==> src/rtl/effect_xfade_router.sv <==
// Effect-output router for the pedal DSP chain.
// Routes one of NUM_SRC effect outputs to the DAC path. A change of source is
// done as a linear crossfade over 2^FADE_LOG2 samples rather than a hard
// switch, so the change makes no click. Selector codes at or above NUM_SRC are
// ignored. fading and active_sel are registered in step with output_sample:
// each describes the sample that is on the output in the same cycle.
module effect_xfade_router #(
  parameter int WIDTH     = 16,
  parameter int NUM_SRC   = 4,
  parameter int SEL_W     = 3,
  parameter int FADE_LOG2 = 6
) (
  input  logic                     sample_clock,
  input  logic                     reset,
  input  logic [SEL_W-1:0]         selector,
  input  logic [NUM_SRC*WIDTH-1:0] src_samples,
  output logic [WIDTH-1:0]         output_sample,
  output logic                     fading,
  output logic [SEL_W-1:0]         active_sel
);

  localparam int F     = FADE_LOG2;
  // Signed width of the weighted sum: a WIDTH-bit sample times a weight of at
  // most 2^F, plus one bit of headroom for the addition.
  localparam int SUM_W = WIDTH + F + 1;

  localparam logic [SEL_W:0] NUM_SRC_L   = (SEL_W + 1)'(NUM_SRC);
  localparam logic [F-1:0]   CNT_LAST    = '1;
  localparam logic [F-1:0]   CNT_ONE     = F'(1);
  localparam logic [F:0]     FULL_WEIGHT = {1'b1, {F{1'b0}}};

  // Parameter sanity, caught at elaboration.
  if (NUM_SRC < 2) begin : g_bad_num_src
    $error("effect_xfade_router: NUM_SRC must be at least 2");
  end
  if ((1 << SEL_W) < NUM_SRC) begin : g_bad_sel_w
    $error("effect_xfade_router: SEL_W too narrow for NUM_SRC");
  end
  if (FADE_LOG2 < 1) begin : g_bad_fade
    $error("effect_xfade_router: FADE_LOG2 must be at least 1");
  end

  typedef enum logic {
    ST_STEADY = 1'b0,
    ST_FADE   = 1'b1
  } state_t;

  state_t                  state_reg;
  logic [SEL_W-1:0]        sel_q_reg;
  logic [SEL_W-1:0]        cur_reg;
  logic [SEL_W-1:0]        nxt_reg;
  logic [F-1:0]            cnt_reg;
  logic [WIDTH-1:0]        out_reg;
  logic                    fading_reg;
  logic [SEL_W-1:0]        active_reg;

  logic signed [WIDTH-1:0] src_slot [NUM_SRC];
  logic signed [WIDTH-1:0] cur_sample;
  logic signed [WIDTH-1:0] nxt_sample;
  logic                    sel_valid;

  logic [F:0]              w_nxt;
  logic [F:0]              w_cur;
  logic signed [SUM_W-1:0] cur_ext;
  logic signed [SUM_W-1:0] nxt_ext;
  logic signed [SUM_W-1:0] w_cur_ext;
  logic signed [SUM_W-1:0] w_nxt_ext;
  logic signed [SUM_W-1:0] prod_cur;
  logic signed [SUM_W-1:0] prod_nxt;
  logic signed [SUM_W-1:0] mix_sum;
  logic signed [WIDTH-1:0] mix_sample;
  logic                    unused_mix_bits;

  // Unpack the source bus into one signed sample per slot.
  genvar gi;
  generate
    for (gi = 0; gi < NUM_SRC; gi++) begin : g_slot
      assign src_slot[gi] = src_samples[gi*WIDTH +: WIDTH];
    end
  endgenerate

  // Source multiplexers for the settled and the target slot.
  always_comb begin
    cur_sample = '0;
    nxt_sample = '0;
    for (int k = 0; k < NUM_SRC; k++) begin
      if (cur_reg == SEL_W'(k)) begin
        cur_sample = src_slot[k];
      end
      if (nxt_reg == SEL_W'(k)) begin
        nxt_sample = src_slot[k];
      end
    end
  end

  // A registered code is only acted on when it names an existing slot.
  assign sel_valid = ({1'b0, sel_q_reg} < NUM_SRC_L);

  // Crossfade weights: the target gets cnt/2^F, the outgoing source the rest.
  assign w_nxt = {1'b0, cnt_reg};
  assign w_cur = FULL_WEIGHT - w_nxt;

  // Sign-extend the samples, zero-extend the weights, then do a signed
  // multiply-accumulate at full width. The weights sum to 2^F, so the result
  // is a convex combination and always fits back into WIDTH bits.
  assign cur_ext   = {{(F + 1){cur_sample[WIDTH-1]}}, cur_sample};
  assign nxt_ext   = {{(F + 1){nxt_sample[WIDTH-1]}}, nxt_sample};
  assign w_cur_ext = {{WIDTH{1'b0}}, w_cur};
  assign w_nxt_ext = {{WIDTH{1'b0}}, w_nxt};
  assign prod_cur  = cur_ext * w_cur_ext;
  assign prod_nxt  = nxt_ext * w_nxt_ext;
  assign mix_sum   = prod_cur + prod_nxt;

  // Arithmetic shift right by F (floor rounding), taken as a bit slice; the
  // discarded sign bit is redundant because the mix cannot overflow.
  assign mix_sample      = mix_sum[F +: WIDTH];
  assign unused_mix_bits = ^{mix_sum[SUM_W-1], mix_sum[F-1:0]};

  // Routing state machine with registered sample and status outputs.
  always_ff @(posedge sample_clock or negedge reset) begin
    if (!reset) begin
      state_reg  <= ST_STEADY;
      sel_q_reg  <= '0;
      cur_reg    <= '0;
      nxt_reg    <= '0;
      cnt_reg    <= '0;
      out_reg    <= '0;
      fading_reg <= 1'b0;
      active_reg <= '0;
    end else begin
      sel_q_reg <= selector;
      case (state_reg)
        ST_STEADY: begin
          out_reg    <= cur_sample;
          fading_reg <= 1'b0;
          active_reg <= cur_reg;
          if (sel_valid && (sel_q_reg != cur_reg)) begin
            nxt_reg   <= sel_q_reg;
            cnt_reg   <= '0;
            state_reg <= ST_FADE;
          end
        end
        ST_FADE: begin
          // Selector changes are not looked at here; the fade always runs
          // to completion and STEADY re-evaluates afterwards.
          out_reg    <= mix_sample;
          fading_reg <= 1'b1;
          active_reg <= cur_reg;
          cnt_reg    <= cnt_reg + CNT_ONE;
          if (cnt_reg == CNT_LAST) begin
            cur_reg   <= nxt_reg;
            state_reg <= ST_STEADY;
          end
        end
        default: begin
          state_reg <= ST_STEADY;
        end
      endcase
    end
  end

  assign output_sample = out_reg;
  assign fading        = fading_reg;
  assign active_sel    = active_reg;

endmodule

==> config.mk <==
export PLATFORM = sky130hd
export DESIGN_NAME = effect_xfade_router
export DESIGN_NICKNAME = d
export VERILOG_FILES = /design/src/rtl/effect_xfade_router.sv
export SDC_FILE = /design/constraint.sdc
export NUM_CORES = 1
export LEC_CHECK = 0
export ABC_AREA = 1
export BUFFER_PORTS_ARGS = -buffer_cell sky130_fd_sc_hd__clkbuf_2
export CORE_MARGIN = 2
export CORE_UTILIZATION = 25
export DETAILED_ROUTE_END_ITERATION = 12
export GPL_TIMING_DRIVEN = 0
export SLEW_MARGIN = 0
export SYNTH_ARGS = -nofsm -noshare
export SYNTH_HDL_FRONTEND = slang
export SYNTH_SLANG_ARGS = --single-unit
==> constraint.sdc <==
create_clock -name sample_clock -period 13.3 [get_ports sample_clock]
set_input_delay 1.33 -clock sample_clock [delete_from_list [all_inputs] [get_ports sample_clock]]
set_output_delay 1.33 -clock sample_clock [all_outputs]
set_load 0.02 [all_outputs]
### Word level (Yosys, flattened, before mapping)

Cells that the tools add are included.

* flip-flop bits (word level): 36
* input bits: 69
* output and inout port bits: 20
* logic and storage cells: 44

* add/subtract/negate cells: 3
* multipliers: 2
* order comparisons: 1
* eq/ne operators: 9
* multiplexer cells: 15
* bitwise gates (word level): 1
* reductions and logical operators: 5

Operator list (number)
* $mux W16: 8
* $pmux W16 S2: 1
* $add A22 B22 Y22: 1
* $mul A16 B7 Y22: 1
* $mul A16 B8 Y22: 1
* $eq A3 B2 Y1 const B: 4
* $pmux W6 S2: 1
* $sub A7 B6 Y7 const A: 1
* $add A6 B1 Y6 const B: 1
* $eq A3 B1 Y1 const B: 2
* $eq A6 B6 Y1 const B: 1
* $logic_not A3 Y1: 2
* $mux W6: 1
* $pmux W1 S2: 2
* $reduce_and A2 Y1: 2
* $lt A3 B3 Y1 const B: 1
* $ne A3 B3 Y1: 1
* $mux W1: 2
* $ne A2 B2 Y1 const B: 1
* $logic_and A1 B1 Y1: 1
* $not A1 Y1: 1

### Depth between registers and ports, before layout

* word-level depth: 8
* depth in mapped cells: 36
* mapped depth without buffers: 35

### Worst setup path before layout

Ideal clock, no wire load.

* path kind: input -> register
* start point: input src_samples[10]
* end point: register out_reg[14], in the netlist output_sample[14]
* library setup time: 130 ps
* data arrival time: 6478 ps
* path slack: 6692 ps
* stages: 21
* path through: a32o_1 -> a221oi_2 -> nor2_1 -> fa_1 -> inv_1 -> fa_1 -> inv_1 -> fa_1 -> fa_1 -> fa_1 -> inv_1 -> fa_1 -> inv_1 -> ha_1 -> a21oi_1 -> o21ai_0 -> o21ai_0 -> nand3_1 -> or2_2 -> nand3_1 -> o21ai_1

* word-level cells in the longest chain between the ends: 7
* elaborated cells between the ends (all ways): 12
* those cells by class: 1 x add/sub; 2 x mul; 9 x mux

RTL lines
* start, declared: line 16 `input logic [NUM_SRC*WIDTH-1:0] src_samples,`
* $mux W16, on equally long branches (4 in a row): line 87, 90
* $mul A16 B8 Y22 or $mul A16 B7 Y22 (tied branches): line 110, 111
* $add A22 B22 Y22 (*): line 112 `assign mix_sum = prod_cur + prod_nxt;`
* $pmux W16 S2 (*): line 132 `case (state_reg)`
* end signal, assigned: line 134 `out_reg <= cur_sample;`
* end signal, assigned: line 146 `out_reg <= mix_sample;`
* end, declared: line 53 `logic [WIDTH-1:0] out_reg;`

Every way passes the cells marked *; elsewhere a longest branch is shown, timed or not.
A chain may end at the register's enable or synchronous reset.

### Worst setup path after layout

* start point: register cnt_reg[0]
* end point: register out_reg[6], in the netlist output_sample[6]

* word-level cells in the longest chain between the ends: 4
* elaborated cells between the ends (all ways): 5
* those cells by class: 2 x add/sub; 2 x mul; 1 x mux

RTL lines
* start, declared: line 52 `logic [F-1:0] cnt_reg;`
* start signal, assigned: line 149 `cnt_reg <= cnt_reg + CNT_ONE;`
* $sub A7 B6 Y7: line 101 `assign w_cur = FULL_WEIGHT - w_nxt;`
* $mul A16 B8 Y22: line 110 `assign prod_cur = cur_ext * w_cur_ext;`
* $add A22 B22 Y22 (*): line 112
* $pmux W16 S2 (*): line 132

Marks and branches as above.

==> flow_summary.toml <==
[cells_and_area]
syn_to_final_growth_pct = 13.1
largest_reg_flops = 16
drive_above_1_share_pct = 11.2
fill_cells = 4063
layout.nets = 1626
antennaDiodeCount = 0

[clock_network]
cts_tree = "done"
postCtsResizedCells = 0
cts_buffers = 5
post-cts-setup-buffer-count = 0
ctsHoldBuffers = 0
clk_pin_slew_ns = 0.06
worstSkewPairLatency_ns = 0.30
htree_num_levels = 2
cts_buffer_depth = 2
cts_sinks = 36
cts-root-buf = "clkbuf_16"

[setup_path]
rr_worst_depth = 32
critPathMaxFanout = 10
critPathArrivalTime_ns = 8.04
crit_required_ns = 13.41
cp-start-kind = "flip-flop"
crit_top_cell = "nand2_1"
critical_path_class = "reg2reg"
critPathCaptureType = "flip-flop"
cpMaxStageDelayCell = "fa_1"
max_stage_delay_ns = 0.54

[yosys]
synth_top_area_cell = "fa_1"
ys.flop_type = "dfrtp_1"
synthTopCellsByArea = "fa_1, inv_1, dfrtp_1"
async_reset_ff_share_pct = 100
synth_edf_count = 0
synth_warnings = 0
synth-seq-cells = 36
yosys-top-cells-count = "inv_1, nand2_1, fa_1"
syn_nets = 1531
ys_types = 46
synth_area_mm2 = 0.00950
seq_area_frac_synth_pct = 9.49
synthCells = 1213
synth_top_cell_area_share_pct = 37.7
synth_most_common_cell = "inv_1"
avgSynthCellArea_um2 = 7.83

[sta]
post-route-min-period_ns = 7.93
finalHoldViolCount = 0
finalCritPeriodShare_pct = 59.6
drv_slew = 0
setup_ws_ns = 5.37
rsz0062_at_grt = "no"
slew_headroom_pct = 29.7
fin_worst_skew_ns = 0.00490
setup-violations-final = 0
fmax_mhz = 126
setup_tns_ns = 0
worst_pin_slew_ns = 1.05

[floorplan]
die_y_um = 199
dieArea_mm2 = 0.0396
start_util_pct = 25.3
fp-row-count = 71
io_pins = 89
die_x_um = 199
coreArea_mm2 = 0.0376

[routing]
wl_met3_um = 2010
wl_met2_um = 12500
routed_wirelength_um = 27800
routedWlPerCell_um = 15.2
post_drt_via_cell_ratio = 4.50
routed.top_layer = "met4"
drtAntennaViolNets = 0
drc_errors = 0
drtIter0Drc = 503
met1Wirelength_um = 12600
firstDrtPassIters = 5
num_vias = 8187

[global_routing]
grt_pass1_wl_um = 45300
grtUsageTotal_pct = 14.7
grt_pass1_vias = 8568
antenna_found_initial = 0
grt_max_degree = 37
grt_overflow = 0

[hold_path]
hp-class = "reg2reg"
hold_depth = 0

[run_status]
outcome = "completed"

[job]
cap_violations = 0

[place]
gp_congestion = 0.924
post-place-ws_ns = 5.46
hpwl_um = 24400
port_buffers = 88
through the flow:
stage          instances  hold WS (ns)  instance area (um2)  util (%)
3_5_place_dp        1812         0.372                10600      28.1
3_3_place_gp        1812         0.363                10600      28.1
4_1_cts             1820         0.388                10700      28.6
5_1_grt             1820         0.388                10700      28.6
2_1_floorplan       1213         0.349                 9500         -
6_report            1820         0.385                10700      28.6
final timing paths:
check,start,end,slack (ns)
setup / recovery,cnt_reg[0],output_sample[6],5.37
hold / removal,cur_reg[0],active_sel[0],0.39
setup reg to reg,cnt_reg[0],output_sample[6],5.37
hold reg to reg,cur_reg[0],active_sel[0],0.39
max in group asynchronous,reset,output_sample[4],11.50
min in group asynchronous,reset,sel_q_reg[2],1.18
layer usage:
metal / track usage, % / vias to the layer above
li1: - / 3854
met2: 24.5 / 294
met3: 2.27 / 30
met5: 0 / -
met1: 19.9 / 4009
met4: 3.68 / 0
layout by cell type, fill, tap and decap left out, types with 7 or more instances in the layout:
cell	instances
a21oi_1	41
buf_2	8
clkbuf_1	15
clkbuf_2	88
dfrtp_1	36
fa_1	179
ha_1	70
inv_1	292
inv_2	11
nand2_1	190
nand3_1	35
nor2_1	174
o21ai_0	49
o21ai_2	7
o22ai_1	18
xnor2_1	7
kinds of logic (layout without fill, tap and decap cells):
family	after synthesis	in the layout	share of synthesized area (%)
compound gates	152	152	10.1
xor+xnor	13	13	1.20
fa+ha+maj	249	249	47.0
buf+inv	333	429	13.5
flops	36	36	9.49
simple gates	430	430	18.8
critical path: cells and delay by family (launching register included):
kind	cells	cell delay (ns)
AO/OA/AOI/OAI	1	0.13
XOR/XNOR	1	0.23
adder cells (fa/ha/maj)	8	3.72
buffers and inverters	9	1.81
flip-flops	1	0.38
AND/OR/NAND/NOR	13	1.46
layout make-up:
cell class                 count  area, um2  area share, %
multi-input combinational    844       7320           68.1
buffer                        27        130           1.21
sequential                    36        901           8.38
clock buffer                   5        125           1.16
timing repair buffer          88        440           4.10
inverter                     306       1150           10.7
tap                          511        639           5.95
clock inverter                 3       42.5          0.396
Power is left out: the tool's default activity adds up to more than one toggle a clock period on the data nets, which glitch-free logic cannot reach.
